## src/rtl/nn_ctrl_pkg.sv

```systemverilog
// Shared definitions for the neural-network control units: state encoding,
// default parameters and control-output bundle layout with its decoder.
package nn_ctrl_pkg;

    typedef enum logic [2:0] {
        IDLE,
        RSTH,
        ACCUM,
        DRAIN,
        WRITE,
        CLEAR,
        DONE
    } nn_state_e;

    localparam int unsigned DEF_N_INPUTS   = 4;
    localparam int unsigned DEF_N_NEURONS  = 3;
    localparam int unsigned DEF_RST_CYCLES = 2;
    localparam int unsigned DEF_PIPE_LAT   = 1;
    localparam int unsigned DEF_IN_IDX_W   = 8;
    localparam int unsigned DEF_NEU_IDX_W  = 8;

    // Bit positions inside the registered control bundle
    localparam int unsigned CTRL_AG_RST  = 0;
    localparam int unsigned CTRL_AG_READ = 1;
    localparam int unsigned CTRL_ALU_RST = 2;
    localparam int unsigned CTRL_WR_EN   = 3;
    localparam int unsigned CTRL_BUSY    = 4;
    localparam int unsigned CTRL_DONE    = 5;
    localparam int unsigned CTRL_W       = 6;

    typedef logic [CTRL_W-1:0] ctrl_t;

    function automatic ctrl_t ctrl_decode(nn_state_e s, logic rd);
        ctrl_t c;
        c               = '0;
        c[CTRL_AG_RST]  = (s == IDLE) || (s == RSTH);
        c[CTRL_ALU_RST] = (s == IDLE) || (s == RSTH) || (s == CLEAR);
        c[CTRL_AG_READ] = (s == ACCUM) && rd;
        c[CTRL_WR_EN]   = (s == WRITE);
        c[CTRL_BUSY]    = (s != IDLE);
        c[CTRL_DONE]    = (s == DONE);
        return c;
    endfunction

endpackage

```

## src/rtl/nn_valid_delay.sv

```systemverilog
// Fixed-depth 1-bit valid delay line with synchronous active-low clear;
// turns the AG read strobe into the ALU accumulate enable.
module nn_valid_delay #(
    parameter int unsigned DEPTH = 1
) (
    input  logic clk_i,
    input  logic rst_ni,
    input  logic d_i,
    output logic q_o
);

    logic [DEPTH-1:0] sr_q;

    always_ff @(posedge clk_i) begin
        if (!rst_ni) begin
            sr_q <= '0;
        end else begin
            sr_q[0] <= d_i;
            for (int unsigned i = 1; i < DEPTH; i++) begin
                sr_q[i] <= sr_q[i-1];
            end
        end
    end

    assign q_o = sr_q[DEPTH-1];

endmodule

```

## src/rtl/nn_layer_sequencer.sv

```systemverilog
// Dense-layer sequencer: drives the address generator and MAC ALU through
// reset-hold, per-neuron accumulate/drain/write and a layer-done handshake.
module nn_layer_sequencer
    import nn_ctrl_pkg::*;
#(
    parameter int unsigned N_INPUTS   = DEF_N_INPUTS,
    parameter int unsigned N_NEURONS  = DEF_N_NEURONS,
    parameter int unsigned RST_CYCLES = DEF_RST_CYCLES,
    parameter int unsigned PIPE_LAT   = DEF_PIPE_LAT,
    parameter int unsigned IN_IDX_W   = DEF_IN_IDX_W,
    parameter int unsigned NEU_IDX_W  = DEF_NEU_IDX_W
) (
    input  logic                 clk,
    input  logic                 reset,
    input  logic                 start,
    input  logic                 stall,
    output logic                 AG_rst,
    output logic                 AG_read,
    output logic                 ALU_rst,
    output logic                 ALU_en,
    output logic                 wr_en,
    output logic [NEU_IDX_W-1:0] neuron_idx,
    output logic [IN_IDX_W-1:0]  input_idx,
    output logic                 busy,
    output logic                 done
);

    localparam int unsigned PH_MAX = (RST_CYCLES > PIPE_LAT) ? RST_CYCLES : PIPE_LAT;
    localparam int unsigned PH_W   = $clog2(PH_MAX + 1);

    nn_state_e            state_q, state_d;
    logic [PH_W-1:0]      ph_q, ph_d;
    logic [IN_IDX_W-1:0]  in_q, in_d;
    logic [NEU_IDX_W-1:0] neu_q, neu_d;
    ctrl_t                ctrl_q, ctrl_d;
    logic                 rd_d;

    // Outputs are decoded from the next state so they line up with state_q.
    always_comb begin
        state_d = state_q;
        ph_d    = ph_q;
        in_d    = in_q;
        neu_d   = neu_q;
        rd_d    = 1'b0;

        unique case (state_q)
            IDLE: begin
                if (start) begin
                    state_d = RSTH;
                    ph_d    = PH_W'(1);
                    in_d    = '0;
                    neu_d   = '0;
                end
            end
            RSTH: begin
                if (ph_q == PH_W'(RST_CYCLES)) begin
                    state_d = ACCUM;
                end else begin
                    ph_d = ph_q + 1'b1;
                end
            end
            ACCUM: begin
                if (in_q == IN_IDX_W'(N_INPUTS)) begin
                    state_d = DRAIN;
                    ph_d    = PH_W'(1);
                end
            end
            DRAIN: begin
                if (ph_q == PH_W'(PIPE_LAT)) begin
                    state_d = WRITE;
                end else begin
                    ph_d = ph_q + 1'b1;
                end
            end
            WRITE: begin
                if (neu_q == NEU_IDX_W'(N_NEURONS - 1)) begin
                    state_d = DONE;
                end else begin
                    state_d = CLEAR;
                    neu_d   = neu_q + 1'b1;
                    in_d    = '0;
                end
            end
            CLEAR:   state_d = ACCUM;
            DONE:    state_d = IDLE;
            default: state_d = IDLE;
        endcase

        // Every cycle spent in ACCUM issues a read unless stalled.
        if ((state_d == ACCUM) && !stall) begin
            rd_d = 1'b1;
            in_d = in_q + 1'b1;
        end

        ctrl_d = ctrl_decode(state_d, rd_d);
    end

    always_ff @(posedge clk) begin
        if (!reset) begin
            state_q <= IDLE;
            ph_q    <= '0;
            in_q    <= '0;
            neu_q   <= '0;
            ctrl_q  <= ctrl_decode(IDLE, 1'b0);
        end else begin
            state_q <= state_d;
            ph_q    <= ph_d;
            in_q    <= in_d;
            neu_q   <= neu_d;
            ctrl_q  <= ctrl_d;
        end
    end

    nn_valid_delay #(
        .DEPTH (PIPE_LAT)
    ) u_valid_delay (
        .clk_i  (clk),
        .rst_ni (reset),
        .d_i    (ctrl_q[CTRL_AG_READ]),
        .q_o    (ALU_en)
    );

    assign AG_rst     = ctrl_q[CTRL_AG_RST];
    assign AG_read    = ctrl_q[CTRL_AG_READ];
    assign ALU_rst    = ctrl_q[CTRL_ALU_RST];
    assign wr_en      = ctrl_q[CTRL_WR_EN];
    assign busy       = ctrl_q[CTRL_BUSY];
    assign done       = ctrl_q[CTRL_DONE];
    assign neuron_idx = neu_q;
    assign input_idx  = in_q;

endmodule

```

## config.mk

```make
export PLATFORM = sky130hd
export DESIGN_NAME = nn_layer_sequencer
export DESIGN_NICKNAME = d
export VERILOG_FILES = /design/src/rtl/nn_ctrl_pkg.sv /design/src/rtl/nn_valid_delay.sv /design/src/rtl/nn_layer_sequencer.sv
export SDC_FILE = /design/constraint.sdc
export NUM_CORES = 1
export LEC_CHECK = 0
export ABC_AREA = 1
export BUFFER_PORTS_ARGS = -buffer_cell sky130_fd_sc_hd__buf_2
export CAP_MARGIN = 20
export CORE_ASPECT_RATIO = 1.4
export CORE_MARGIN = 2
export CORE_UTILIZATION = 49
export DETAILED_ROUTE_END_ITERATION = 12
export PLACE_DENSITY = 0.84
export SYNTH_ARGS = -nofsm -noshare
export SYNTH_HDL_FRONTEND = slang
export SYNTH_HIERARCHICAL = 1
export SYNTH_SLANG_ARGS = --single-unit
export TNS_END_PERCENT = 20
```

## constraint.sdc

```tcl
create_clock -name clk -period 1.5 [get_ports clk]
set_input_delay 0.225 -clock clk [delete_from_list [all_inputs] [get_ports clk]]
set_output_delay 0.225 -clock clk [all_outputs]
set_load 0.01 [all_outputs]
```

* Word level (Yosys, flattened, before mapping)
Index checks and enable logic that the tools add are counted.
Storage, ports and cells: word-level logic and storage cells 62, bits in registers 28
Cells by class: $add $sub $neg 3, multiplexer cells 18, reduce and logical (&&, ||, !) cells 14, eq/ne operators 21
Operators by type and width (number):
- $mux W8 | 4
- $pmux W8 S2 | 2
- $pmux W3 S6 | 1
- $add A8 B1 Y8 const B | 2
- $eq A3 B3 Y1 const B | 5
- $mux W3 | 4
- $mux W2 | 5
- $ne A2 B2 Y1 const B | 5
- $eq A3 B2 Y1 const B | 3
- $eq A8 B2 Y1 const B | 1
- $eq A8 B3 Y1 const B | 1
- $pmux W2 S4 | 1
- $eq A3 B1 Y1 const B | 2
- $logic_not A3 Y1 | 2
- $ne A3 B3 Y1 const B | 2
- $reduce_and A3 Y1 | 2
- $reduce_bool A3 Y1 | 2
- $reduce_and A5 Y1 | 1
- $reduce_bool A4 Y1 | 1
- $add A2 B1 Y2 const B | 1
- $eq A2 B1 Y1 const B | 1
- $eq A2 B2 Y1 const B | 1
- $logic_and A1 B1 Y1 | 2
- $logic_or A1 B1 Y1 | 2
- 3 further kinds | 3

* Longest topological paths before layout
Gate-level depths: netlist of run 1.
word-level depth 7, gate-level depth with buffers 13, depth with buffers taken out 13

* Modules after synthesis
The synthesis of run 1 kept the hierarchy.
Modules (own cells, without submodules):
- nn_layer_sequencer | cells an instance 200, area an instance 1483.9 µm², times used 1, sequential area each 540.5 µm²
- nn_valid_delay | cells an instance 3, area an instance 27.5 µm², times used 1, sequential area each 20.0 µm²

* Worst setup path after synthesis of run 1
Ideal clock, no wire load.
kind register to register, from reg in_q[0] (netlist: input_idx[0]), to reg in_q[1] (netlist: input_idx[1]), stages on the path, launching flop included 11, arrival time 1.452 ns, data required time 1.383 ns, path slack -0.070 ns, buffers on the path 0, cell sequence dfxtp_1 > inv_1 > ha_1 > nand3_1 > nor2_1 > nand2_1 > nand2_2 > nor2_8 > nand3_4 > nand2_1 > o21ai_1
Between the ends: longest elaborated chain between the ends 7, elaborated cells between the ends (all ways) 11, those cells by class add/sub: 1; eq/ne: 4; mux: 3; reduce/logical: 3
RTL lines:
- from (decl) | line nn_layer_sequencer.sv:33 | logic [IN_IDX_W-1:0] in_q, in_d;
- from (signal assigned) | line nn_layer_sequencer.sv:108 | in_q <= in_d;
- $eq A8 B3 Y1 | line nn_layer_sequencer.sv:63 | if (in_q == IN_IDX_W'(N_INPUTS)) begin
- $mux W3 | line nn_layer_sequencer.sv:63
- $pmux W3 S6 | line nn_layer_sequencer.sv:46 | unique case (state_q)
- $eq A3 B2 Y1 | line nn_layer_sequencer.sv:90 | if ((state_d == ACCUM) && !stall) begin
- $logic_and A1 B1 Y1 | line nn_layer_sequencer.sv:90
- $ne A3 B3 Y1 (no source line) or $reduce_bool A3 Y1 (tied branches)
- $reduce_and A3 Y1 (no source line)
Parallel ways exist; a longest one is shown, timed or not. A chain may end at the register's enable or synchronous reset.

* Worst setup path in the final report of run 1
from reg neu_q[0] (netlist: neuron_idx[0]), to reg ctrl_q[2]
Between the ends: longest elaborated chain between the ends 6, elaborated cells between the ends (all ways) 8, those cells by class eq/ne: 3; mux: 2; reduce/logical: 3
RTL lines:
- from (decl) | line nn_layer_sequencer.sv:34 | logic [NEU_IDX_W-1:0] neu_q, neu_d;
- from (signal assigned) | line nn_layer_sequencer.sv:109 | neu_q <= neu_d;
- $eq A8 B2 Y1 (*) | line nn_layer_sequencer.sv:76 | if (neu_q == NEU_IDX_W'(N_NEURONS - 1)) begin
- $mux W2 (*) | line nn_layer_sequencer.sv:76
- $pmux W3 S6 (*) | line nn_layer_sequencer.sv:46
- $eq A3 B1 Y1 or $logic_not A3 Y1 (tied branches) | line nn_ctrl_pkg.sv:37 | c[CTRL_ALU_RST] = (s == IDLE) || (s == RSTH) || (s == CLEAR);
- $logic_or A1 B1 Y1 | line nn_ctrl_pkg.sv:37
- $logic_or A1 B1 Y1 (*) | line nn_ctrl_pkg.sv:37
- to (signal assigned) | line nn_layer_sequencer.sv:104 | ctrl_q <= ctrl_decode(IDLE, 1'b0);
- to (signal assigned) | line nn_layer_sequencer.sv:110 | ctrl_q <= ctrl_d;
- to (decl) | line nn_layer_sequencer.sv:35 | ctrl_t ctrl_q, ctrl_d;
Mark *: on every way between the ends. The rest lies on a longest branch, timed or not.

==> results of run 1 <==
[critical path: cells and delay by family, from the launching register on]
family	cells	cell delay [ps]
DFF	1	340
AOI/OAI and AO/OA	1	90
buffers and inverters	3	270
and+or+nand+nor	7	590
adders and majority gates	1	130
[state kept, by name, indices dropped and copies added (netlist names)]
name               count
input_idx              8
state_q                3
neuron_idx             8
ctrl_q                 6
ph_q                   2
u_valid_delay/q_o      1
[placed cells by master, fill, tap and decap left out, drive strengths merged]
cell and instances:
xor2 2, dfxtp 28, bufinv 1, nor4 3
buf 55, inv 31, nor2 30, a211oi 1
nor3 4, clkbuf 3, o22a 1, nand2 40
a21oi 12, o21ai 7, xnor2 2, o211ai 1
ha 6, o22ai 1, nand3 24, o211a 1
nand4 8
[cell families after synthesis]
family,Yosys count,synth area share (%)
simple gates,108,37.7
flops,28,37.1
fa+ha+maj,6,4.97
compound gates,24,9.27
buf+inv,33,8.69
xor+xnor,4,2.32
[per-layer routing]
metal | vias to the layer above | track usage, %
met5 | - | 0
met4 | 0 | 11.7
met3 | 13 | 3.66
met2 | 46 | 38.5
met1 | 749 | 24.5
li1 | 780 | -
[stage by stage]
| step | worst slack [ps] | util [%] |
|---|---|---|
| after floorplan | 1.96 | - |
| after global placement | 0.253 | 64.0 |
| after detailed placement | -56.2 | 64.0 |
| after CTS | 4.01 | 68.3 |
| after global routing | -130 | 72.2 |
| final | -45.5 | 72.2 |
[final cells by class]
cell class / instances / share of cell area, %
inverter: 31 / 5.66
clock inverter: 1 / 1.43
multi-input combinational: 143 / 44.4
clock buffer: 3 / 1.97
sequential: 28 / 27.3
timing repair buffer: 55 / 17.1
tap: 37 / 2.21
[worst paths after layout]
check / from / to / cells past startpoint / slack (ps)
max: neuron_idx[0] / ctrl_q[2] / 12 / -50
min reg2reg: ctrl_q[1] / u_valid_delay/q_o / 2 / 450
max reg2reg: neuron_idx[0] / ctrl_q[2] / 12 / -50
min: reset / u_valid_delay/q_o / 3 / 270
[what timing repair did]
| action | 4_1_cts | 5_1_grt |
|---|---|---|
| buffers inserted | 2 | 3 |
| gates resized for setup | 16 | 24 |
| cloned | 1 | 0 |
| pin swaps | 6 | 17 |
| setup endpoints to repair | 13 | 19 |
[power groups by stage]
stage | clock (mW) | sequential, mW | combinational [mW]
floorplan | 0 | 0.800 | 0.130
global placement | 0 | 0.795 | 0.206
detailed placement | 0 | 0.795 | 0.211
CTS | 0.607 | 0.780 | 0.229
global route | 0.645 | 0.783 | 0.280
finish | 0.597 | 0.781 | 0.259
==> flow_metrics.tcl, run 1 <==
set metrics [dict create \
    netSwitchingPower_uw 407 \
    netlist_instances 203 \
    ios 27 \
    io_buffers 26 \
    timing.final.crit_share_pct 103 \
    cp.required_ps 1670 \
    tritoncts "done" \
    placeableCoreArea_sq_um 2910 \
    synth_common_cells "nand2_1 (36), dfxtp_1 (28), inv_1 (26)" \
    slowest_delay_ps 340 \
    synth_cell_types 31 \
    die_x_um 50.9 \
    place_hpwl_mm 2.61 \
    syn2layout_area_growth_pct 38.8 \
    status "complete, but fails checks" \
    cts-root-buf "clkbuf_8" \
    setup_tns_ps -234 \
    cts.sinks 28 \
    pwr-share-comb_pct 15.8 \
    p_int_mw 1.23 \
    wl_met3_um 159 \
    cp_common_cell "nand2_4" \
    placed_area_sq_um 1860 \
    max_freq_ghz 0.647 \
    cts_buffers 3 \
    slew_headroom_pct 65.3 \
    avgSynthCellArea_sq_um 7.45 \
    dr.first_iter.drc_count 26 \
    fp.dieArea_sq_um 3550 \
    syn_area_sq_um 1510 \
    setup-violations-final 9 \
    synth_sequential_area_ratio_pct 37.1 \
    rows 23 \
    cp_cell_sequence "inv_2 > ha_4 > nand2_4 > nor2_4 > nand2_2 > nand2_4 > nand2_4 > nor2_8 > buf_4 > nand2_1 > o21ai_0 > inv_1" \
    yosysWarnings 6 \
    gp_congestion 0.839 \
    grt_pass1_vias 1503 \
    critPathCaptureType "register" \
    wl_met2_mm 2.09 \
    htreeDepth 1 \
    vias 1588 \
    tightest_slew_ps 519 \
    synth.area.top_cells "dfxtp_1 (37%), nand2_1 (8.9%), inv_1 (6.5%)" \
    grt_pass1_wl_mm 6.09 \
    regArea_sq_um 572 \
    syn_nets 213 \
    wl_met1_mm 1.63 \
    p_sw_share_pct 24.9 \
    pwr-share-seq_pct 47.7 \
    fillers 227 \
    cts_hold_buf 0 \
    drt_pre_antenna_iters 4 \
    synth_edf_count 0 \
    track_usage_pct 22.0 \
    overflow 0 \
    rsz0062_at_grt "true" \
    synth-seq-cells 28 \
    pwr-share-clk_pct 36.5 \
    fin_area_sq_um 2100 \
    startpoint_type "register" \
    grt_max_degree 17 \
    total_power_mw 1.64 \
    antennaDiodeCount 0 \
    clockBufferDepth 2 \
    report.final.slew_viol_count 0 \
    drt-total-wl_mm 4.00 \
    leakagePower_nw 0.970 \
    cp_max_fo 4 \
    synth.most_common_cell "nand2_1" \
    nets 272 \
    power_density_nw_per_um2 780 \
    violations "negative setup slack" \
    finalHoldViolations 0 \
    synth_area_leader_cell "dfxtp_1" \
    worst-setup-path-type "reg -> reg" \
    clk_pin_slew_ps 100 \
    drive_above_1_share_pct 44.8 \
    ant_nets 0 \
    die_y_um 69.7 \
    finalWorstSetupSlack_ps -45.5 \
    antenna_found_initial 0 \
    holdWs_ps 274 \
    hold_class "in -> reg" \
    multi_input_area_sq_um 931 \
    wl_per_cell_um 13.4 \
    via_per_inst 5.33 \
    fin_cells 298 \
    synth-async-reset-ratio_pct 0 \
    top_layer "met4" \
    drcViolationCount 0 \
    synth_top_area_share_pct 37.1 \
    clk_latency_ps 270 \
    crit_slowest_cell "dfxtp_2" \
    worstPathArrival_ps 1720 \
    initial_core_util_pct 52.0 \
    ys.flop_type "dfxtp_1" \
    drv_cap 0 \
    ir_drop_v 0.000568 \
    skew_ps 1.87 \
    placed_cells 288 \
    period_needed_ps 1550 \
]
No activity file was read; power rests on OpenSTA's default activity.
==> inputs of run 2 (changes only) <==
--- a/config.mk
+++ b/config.mk
@@ -5,14 +5,14 @@
 export SDC_FILE = /design/constraint.sdc
 export NUM_CORES = 1
 export LEC_CHECK = 0
-export ABC_AREA = 1
 export BUFFER_PORTS_ARGS = -buffer_cell sky130_fd_sc_hd__buf_2
 export CAP_MARGIN = 20
 export CORE_ASPECT_RATIO = 1.4
 export CORE_MARGIN = 2
 export CORE_UTILIZATION = 49
 export DETAILED_ROUTE_END_ITERATION = 12
-export PLACE_DENSITY = 0.84
+export GPL_TIMING_DRIVEN = 1
+export PLACE_DENSITY = 0.85
 export SYNTH_ARGS = -nofsm -noshare
 export SYNTH_HDL_FRONTEND = slang
 export SYNTH_HIERARCHICAL = 1
==> run 2 against run 1 <==
Net effect:
- the run still ends with negative setup slack left
- register-to-register slack got worse by 320 ps
- routed wire length fell by 5.0%
- sequential share of layout area rose by 0.42 points
- highest routed layer unchanged
==> flow_metrics.tcl, run 2 <==
set metrics [dict create \
    synth-async-reset-ratio_pct 0 \
    tritoncts "done" \
    grt_pass1_vias 1430 \
    gp_congestion 0.791 \
    hold_path_startpoint "reset" \
    rows 23 \
    htreeDepth 1 \
    critPathCaptureType "register" \
    avgSynthCellArea_sq_um 8.77 \
    fp.dieArea_sq_um 3350 \
    dr.first_iter.drc_count 15 \
    slowest_delay_ps 420 \
    drt_pre_antenna_iters 4 \
    synth-seq-cells 28 \
    ys.flop_type "dfxtp_1" \
    ios 27 \
    timing.final.crit_share_pct 124 \
    r2r_end "input_idx[5]" \
    clk_latency_ps 280 \
    cts.sinks 28 \
    via_per_inst 5.45 \
    violations "negative setup slack" \
    worstPathArrival_ps 2040 \
    cp.required_ps 1680 \
    synth_common_cells "dfxtp_1 (28), nor2_1 (18), inv_1 (10), nand2_1 (10)" \
    netlist_instances 162 \
    skew_ps 3.02 \
    drv_cap 0 \
    yosysWarnings 6 \
    yosys.area_share.simple_pct 27.2 \
    cts-root-buf "clkbuf_8" \
    synth_top_area_share_pct 39.5 \
    slew_headroom_pct 76.9 \
    synth.most_common_cell "dfxtp_1" \
    drcViolationCount 0 \
    grt_pass1_wl_mm 6.40 \
    rsz0062_at_grt "true" \
    nets 234 \
    holdPathStages 2 \
    synth.area.top_cells "dfxtp_1 (39%), ha_1 (5.3%), nor2_1 (4.8%)" \
    synth_top_family_by_area "simple AND/OR/NAND/NOR gates" \
    placed_cells 253 \
    place_hpwl_mm 2.54 \
    initial_core_util_pct 50.4 \
    die_x_um 49.5 \
    drive_above_1_share_pct 47.1 \
    wl_per_cell_um 14.6 \
    synth_area_leader_cell "dfxtp_1" \
    final_common_cell "buf_4" \
    cp_max_fo 7 \
    grt_max_degree 17 \
    io_buffers 26 \
    period_needed_ps 1860 \
    ir_drop_v 0.000641 \
    finalHoldViolations 0 \
    overflow 0 \
    clk_pin_slew_ps 90 \
    reg2reg_depth 7 \
    startpoint_type "register" \
    fillers 218 \
    synthMuxAreaShare_pct 2.47 \
    synth_edf_count 0 \
    leakagePower_nw 0.895 \
    synth_compound_area_share_pct 16.1 \
    track_usage_pct 25.1 \
    syn_area_sq_um 1420 \
    setup-violations-final 25 \
    syn2layout_area_growth_pct 46.2 \
    synth_fa_ha_area_share_pct 5.29 \
    crit_buf_inv 1 \
    syn_nets 172 \
    max_freq_ghz 0.537 \
    cts_buffers 3 \
    crit_slowest_cell "or3b_4" \
    ff2ff_setup_slack_ps -360 \
    fin_cells 260 \
    drt-total-wl_mm 3.80 \
    cp_cell_sequence "inv_2 > ha_2 > mux2_4 > or3b_4 > o2111ai_4 > nor2_1 > o31a_1" \
    critPathTopFamily "simple AND/OR/NAND/NOR gates" \
    antenna_found_initial 0 \
    clockBufferDepth 2 \
    vias 1418 \
    status "complete, but fails checks" \
    placeableCoreArea_sq_um 2820 \
    finalWorstSetupSlack_ps -362 \
    total_power_mw 1.56 \
    report.final.slew_viol_count 0 \
    synth_xor_area_share_pct 3.70 \
    layout_common_cells "buf_4 (35), buf_2 (26), dfxtp_1 (23)" \
    hold_class "in -> reg" \
    holdPathEnd "input_idx[5]" \
    synth_cell_types 41 \
    die_y_um 67.7 \
    cts_hold_buf 0 \
    timing.rr.start "ph_q[1]" \
    tightest_slew_ps 342 \
    ant_nets 0 \
    worst-setup-path-type "reg -> reg" \
    antennaDiodeCount 0 \
    power_density_nw_per_um2 753 \
    synth_sequential_area_ratio_pct 39.5 \
]
run 2: layer usage:
layer / part of all wire [%] / track usage [%] / vias to the layer above
li1: - / - / 695
met1: 37 / 22.5 / 670
met2: 56 / 53.4 / 40
met3: 3.1 / 2.88 / 13
met4: 3.5 / 13.9 / 0
met5: 0 / 0 / -
run 2: worst reg2reg max path: cells and delay by family, from the launching register on:
kind | cells | cell delay, ps
mux | 1 | 270
simple gates | 2 | 490
compound gates | 2 | 420
buf+inv | 1 | 30
flops | 1 | 380
fa+ha+maj | 1 | 170
run 2: final cells by class:
class                           count  area [sq um]  area share (%)
Tap cell                           37          46.3            2.23
Multi-Input combinational cell    118           928            44.7
Clock buffer                        3          41.3            1.99
Clock inverter                      1          30.0            1.45
Inverter                           10          40.0            1.93
Timing Repair Buffer               63           415            20.0
Sequential cell                    28           574            27.7
run 2: cell families after synthesis:
logic type | after synthesis
compound gates | 31
simple gates | 71
mux | 3
fa+ha+maj | 6
xor+xnor | 6
buf+inv | 17
flops | 28
run 2: timing repair:
action                     4_1_cts  5_1_grt
setup endpoints to repair       26       26
gates cloned                     1        0
buffers inserted                 0        2
resized for setup               19        5
pin swaps                       12        2
run 2: power breakdown:
group / switching (mW) / leakage, nW / internal [mW]
Sequential: 0.0124 / 0.230 / 0.754
Clock: 0.237 / 0.0357 / 0.358
Combinational: 0.110 / 0.629 / 0.0926
Total: 0.360 / 0.895 / 1.20
run 2: worst max path at each step:
stage	to	slack (ps)	cells past startpoint	start
global route	input_idx[5]	-420	7	ph_q[1]
detailed placement	input_idx[5]	-420	7	ph_q[0]
floorplan	input_idx[4]	-310	8	ph_q[0]
finish	input_idx[5]	-360	7	ph_q[1]
global placement	input_idx[5]	-350	7	ph_q[0]
CTS	input_idx[5]	-350	7	ph_q[1]
run 2: metrics by stage:
stage	hold WS (ps)	utilization [%]	TNS [ps]	cell area, sq um	worst slack [ps]
final	263	73.6	-5410	2080	-362
after global routing	259	73.6	-7000	2080	-421
after CTS	251	72.5	-5340	2050	-349
after global placement	428	66.0	-5030	1860	-345
after detailed placement	436	66.0	-5930	1860	-419
after floorplan	352	-	-2730	1470	-313
==> inputs of run 3 (changes only) <==
--- a/config.mk
+++ b/config.mk
@@ -15,6 +15,5 @@
 export PLACE_DENSITY = 0.85
 export SYNTH_ARGS = -nofsm -noshare
 export SYNTH_HDL_FRONTEND = slang
-export SYNTH_HIERARCHICAL = 1
 export SYNTH_SLANG_ARGS = --single-unit
 export TNS_END_PERCENT = 20
==> run 3 against run 2 <==
Net effect:
- the run still ends with negative setup slack left
- synthesized cell count up 1.9%
- fmax up 0.77%
- sequential power about the same
- final area down 0.66%
- critical endpoint unchanged
- largest power group unchanged
- highest routed layer unchanged
==> flow_metrics.tcl, run 3 <==
set metrics [dict create \
    status "complete, but fails checks" \
    violations "negative setup slack" \
    antennaDiodeCount 0 \
    holdPathStages 2 \
    pwr-share-clk_pct 38.1 \
    synth_top_area_share_pct 39.2 \
    setup_tns_ps -4860 \
    clk_pin_slew_ps 100 \
    post-route-util_pct 73.1 \
    die_y_um 67.9 \
    track_usage_pct 23.4 \
    grt_max_degree 17 \
    leakagePower_nw 0.882 \
    ir_drop_v 0.000537 \
    cp_max_fo 6 \
    io_buffers 26 \
    rows 23 \
    synth-async-reset-ratio_pct 0 \
    reg2reg_depth 7 \
    dr.first_iter.drc_count 23 \
    synth_edf_count 0 \
    final_common_cell "buf_4" \
    worstPathArrival_ps 2030 \
    clockBufferDepth 2 \
    critPathCapture "input_idx[5]" \
    worst-setup-path-type "reg -> reg" \
    wl_per_cell_um 15.2 \
    crit_path_start "ph_q[1]" \
    die_x_um 49.7 \
    slowest_delay_ps 420 \
    grt_pass1_vias 1390 \
    p_sw_share_pct 22.9 \
    hold_class "in -> reg" \
    clk_latency_ps 280 \
    ff2ff_setup_slack_ps -350 \
    cts_buffers 3 \
    drt-total-wl_mm 3.97 \
    critPathCaptureType "register" \
    p_int_mw 1.21 \
    synth-seq-cells 28 \
    nets 236 \
    timing.rr.start "ph_q[1]" \
    vias 1451 \
    slew_headroom_pct 68.1 \
    overflow 0 \
    setup-violations-final 26 \
    drive_above_1_share_pct 44.0 \
    drt_pre_antenna_iters 4 \
    avgSynthCellArea_sq_um 8.67 \
    syn_nets 175 \
    fp.dieArea_sq_um 3370 \
    drcViolationCount 0 \
    initial_core_util_pct 50.7 \
    synth_area_leader_cell "dfxtp_1" \
    yosysWarnings 0 \
    netSwitchingPower_uw 361 \
    rsz0062_at_grt "true" \
    drv_cap 0 \
    total_power_mw 1.57 \
    cp_cell_sequence "inv_2 > ha_4 > mux2_4 > or3b_4 > nand4bb_4 > nor2_1 > o31a_1" \
    tightest_slew_ps 471 \
    netlist_instances 165 \
    cts-root-buf "clkbuf_8" \
    period_needed_ps 1850 \
    ys.flop_type "dfxtp_1" \
    tritoncts "done" \
    cts.sinks 28 \
    pwr-share-comb_pct 13.1 \
    htreeDepth 1 \
    via_per_inst 5.54 \
    ios 27 \
    r2r_end "input_idx[5]" \
    place_hpwl_mm 2.90 \
    synth.most_common_cell "dfxtp_1" \
    startpoint_type "register" \
    finalHoldViolations 0 \
    skew_ps 7.46 \
    cp.required_ps 1680 \
    layout_common_cells "buf_4 (33), buf_2 (26), dfxtp_1 (24)" \
    finalWorstSetupSlack_ps -347 \
    holdWs_ps 264 \
    report.final.slew_viol_count 0 \
    ant_nets 0 \
    crit_slowest_cell "or3b_4" \
    antenna_found_initial 0 \
    gp_congestion 0.874 \
    syn_area_sq_um 1430 \
    grt_pass1_wl_mm 5.94 \
    synth_cell_types 39 \
    synth_sequential_area_ratio_pct 39.2 \
    placeableCoreArea_sq_um 2820 \
    syn2layout_area_growth_pct 44.2 \
    power_density_nw_per_um2 763 \
    synth.area.top_cells "dfxtp_1 (39%), ha_1 (5.2%), nor2_1 (5.0%)" \
    timing.final.crit_share_pct 123 \
    synth_common_cells "dfxtp_1 (28), nor2_1 (19), nand2_1 (12)" \
    pwr-share-seq_pct 48.9 \
    max_freq_ghz 0.541 \
]
-- run 3: layer usage --
metal / up-vias / part of all wire (%) / GRT usage, %
met2: 52 / 55 / 47.8
met5: - / 0 / 0
met4: 0 / 3.6 / 14.9
met1: 687 / 38 / 21.9
met3: 17 / 3.4 / 2.40
li1: 695 / - / -
-- run 3: worst max-delay path, delay by kind of cell (launching register included) --
kind	cells	cell delay, ps
compound gates	1	270
fa+ha+maj	1	160
buf+inv	1	50
flops	1	390
mux	1	260
simple gates	3	620
-- run 3: cell families after synthesis --
group,synth area share (%)
compound gates,12.8
xor+xnor,3.67
fa+ha+maj,5.25
buf+inv,6.56
flops,39.2
mux,2.45
simple gates,30.1
-- run 3: power groups by stage --
| stage | sequential [mW] | clock [mW] | combinational, mW |
|---|---|---|---|
| final | 0.769 | 0.599 | 0.206 |
| after global routing | 0.771 | 0.618 | 0.219 |
| after CTS | 0.768 | 0.603 | 0.191 |
| after detailed placement | 0.787 | 0 | 0.171 |
| after global placement | 0.785 | 0 | 0.161 |
| after floorplan | 0.783 | 0 | 0.105 |
-- run 3: layout make-up --
class | instances | area (sq um)
sequential | 28 | 573
multi-input combinational | 121 | 903
clock buffer | 3 | 41.3
clock inverter | 1 | 30.0
tap | 37 | 46.3
fill | 212 | 758
timing repair buffer | 63 | 432
inverter | 9 | 36.3
-- run 3: what timing repair did --
action,in CTS,in global routing
hold buffers,0,0
gates cloned,1,0
gates resized for setup,13,4
buffers inserted,1,1
endpoints found under the setup margin,26,27
pin swaps,14,2
-- run 3: worst min-delay path by stage --
| stage | from | end |
|---|---|---|
| 2_1_floorplan | neuron_idx[0] | neuron_idx[0] |
| 3_3_place_gp | ctrl_q[1] | u_valid_delay.q_o |
| 3_5_place_dp | ctrl_q[1] | u_valid_delay.q_o |
| 4_1_cts | reset | input_idx[5] |
| 5_1_grt | reset | input_idx[5] |
| 6_report | reset | input_idx[3] |
-- run 3: metrics by stage --
| step | instance area (sq um) | cells | setup WS [ps] |
|---|---|---|---|
| 3_5_place_dp | 1900 | 255 | -388 |
| 3_3_place_gp | 1900 | 255 | -329 |
| 2_1_floorplan | 1520 | 165 | -368 |
| 5_1_grt | 2060 | 262 | -386 |
| 4_1_cts | 2040 | 261 | -344 |
| 6_report | 2060 | 262 | -347 |
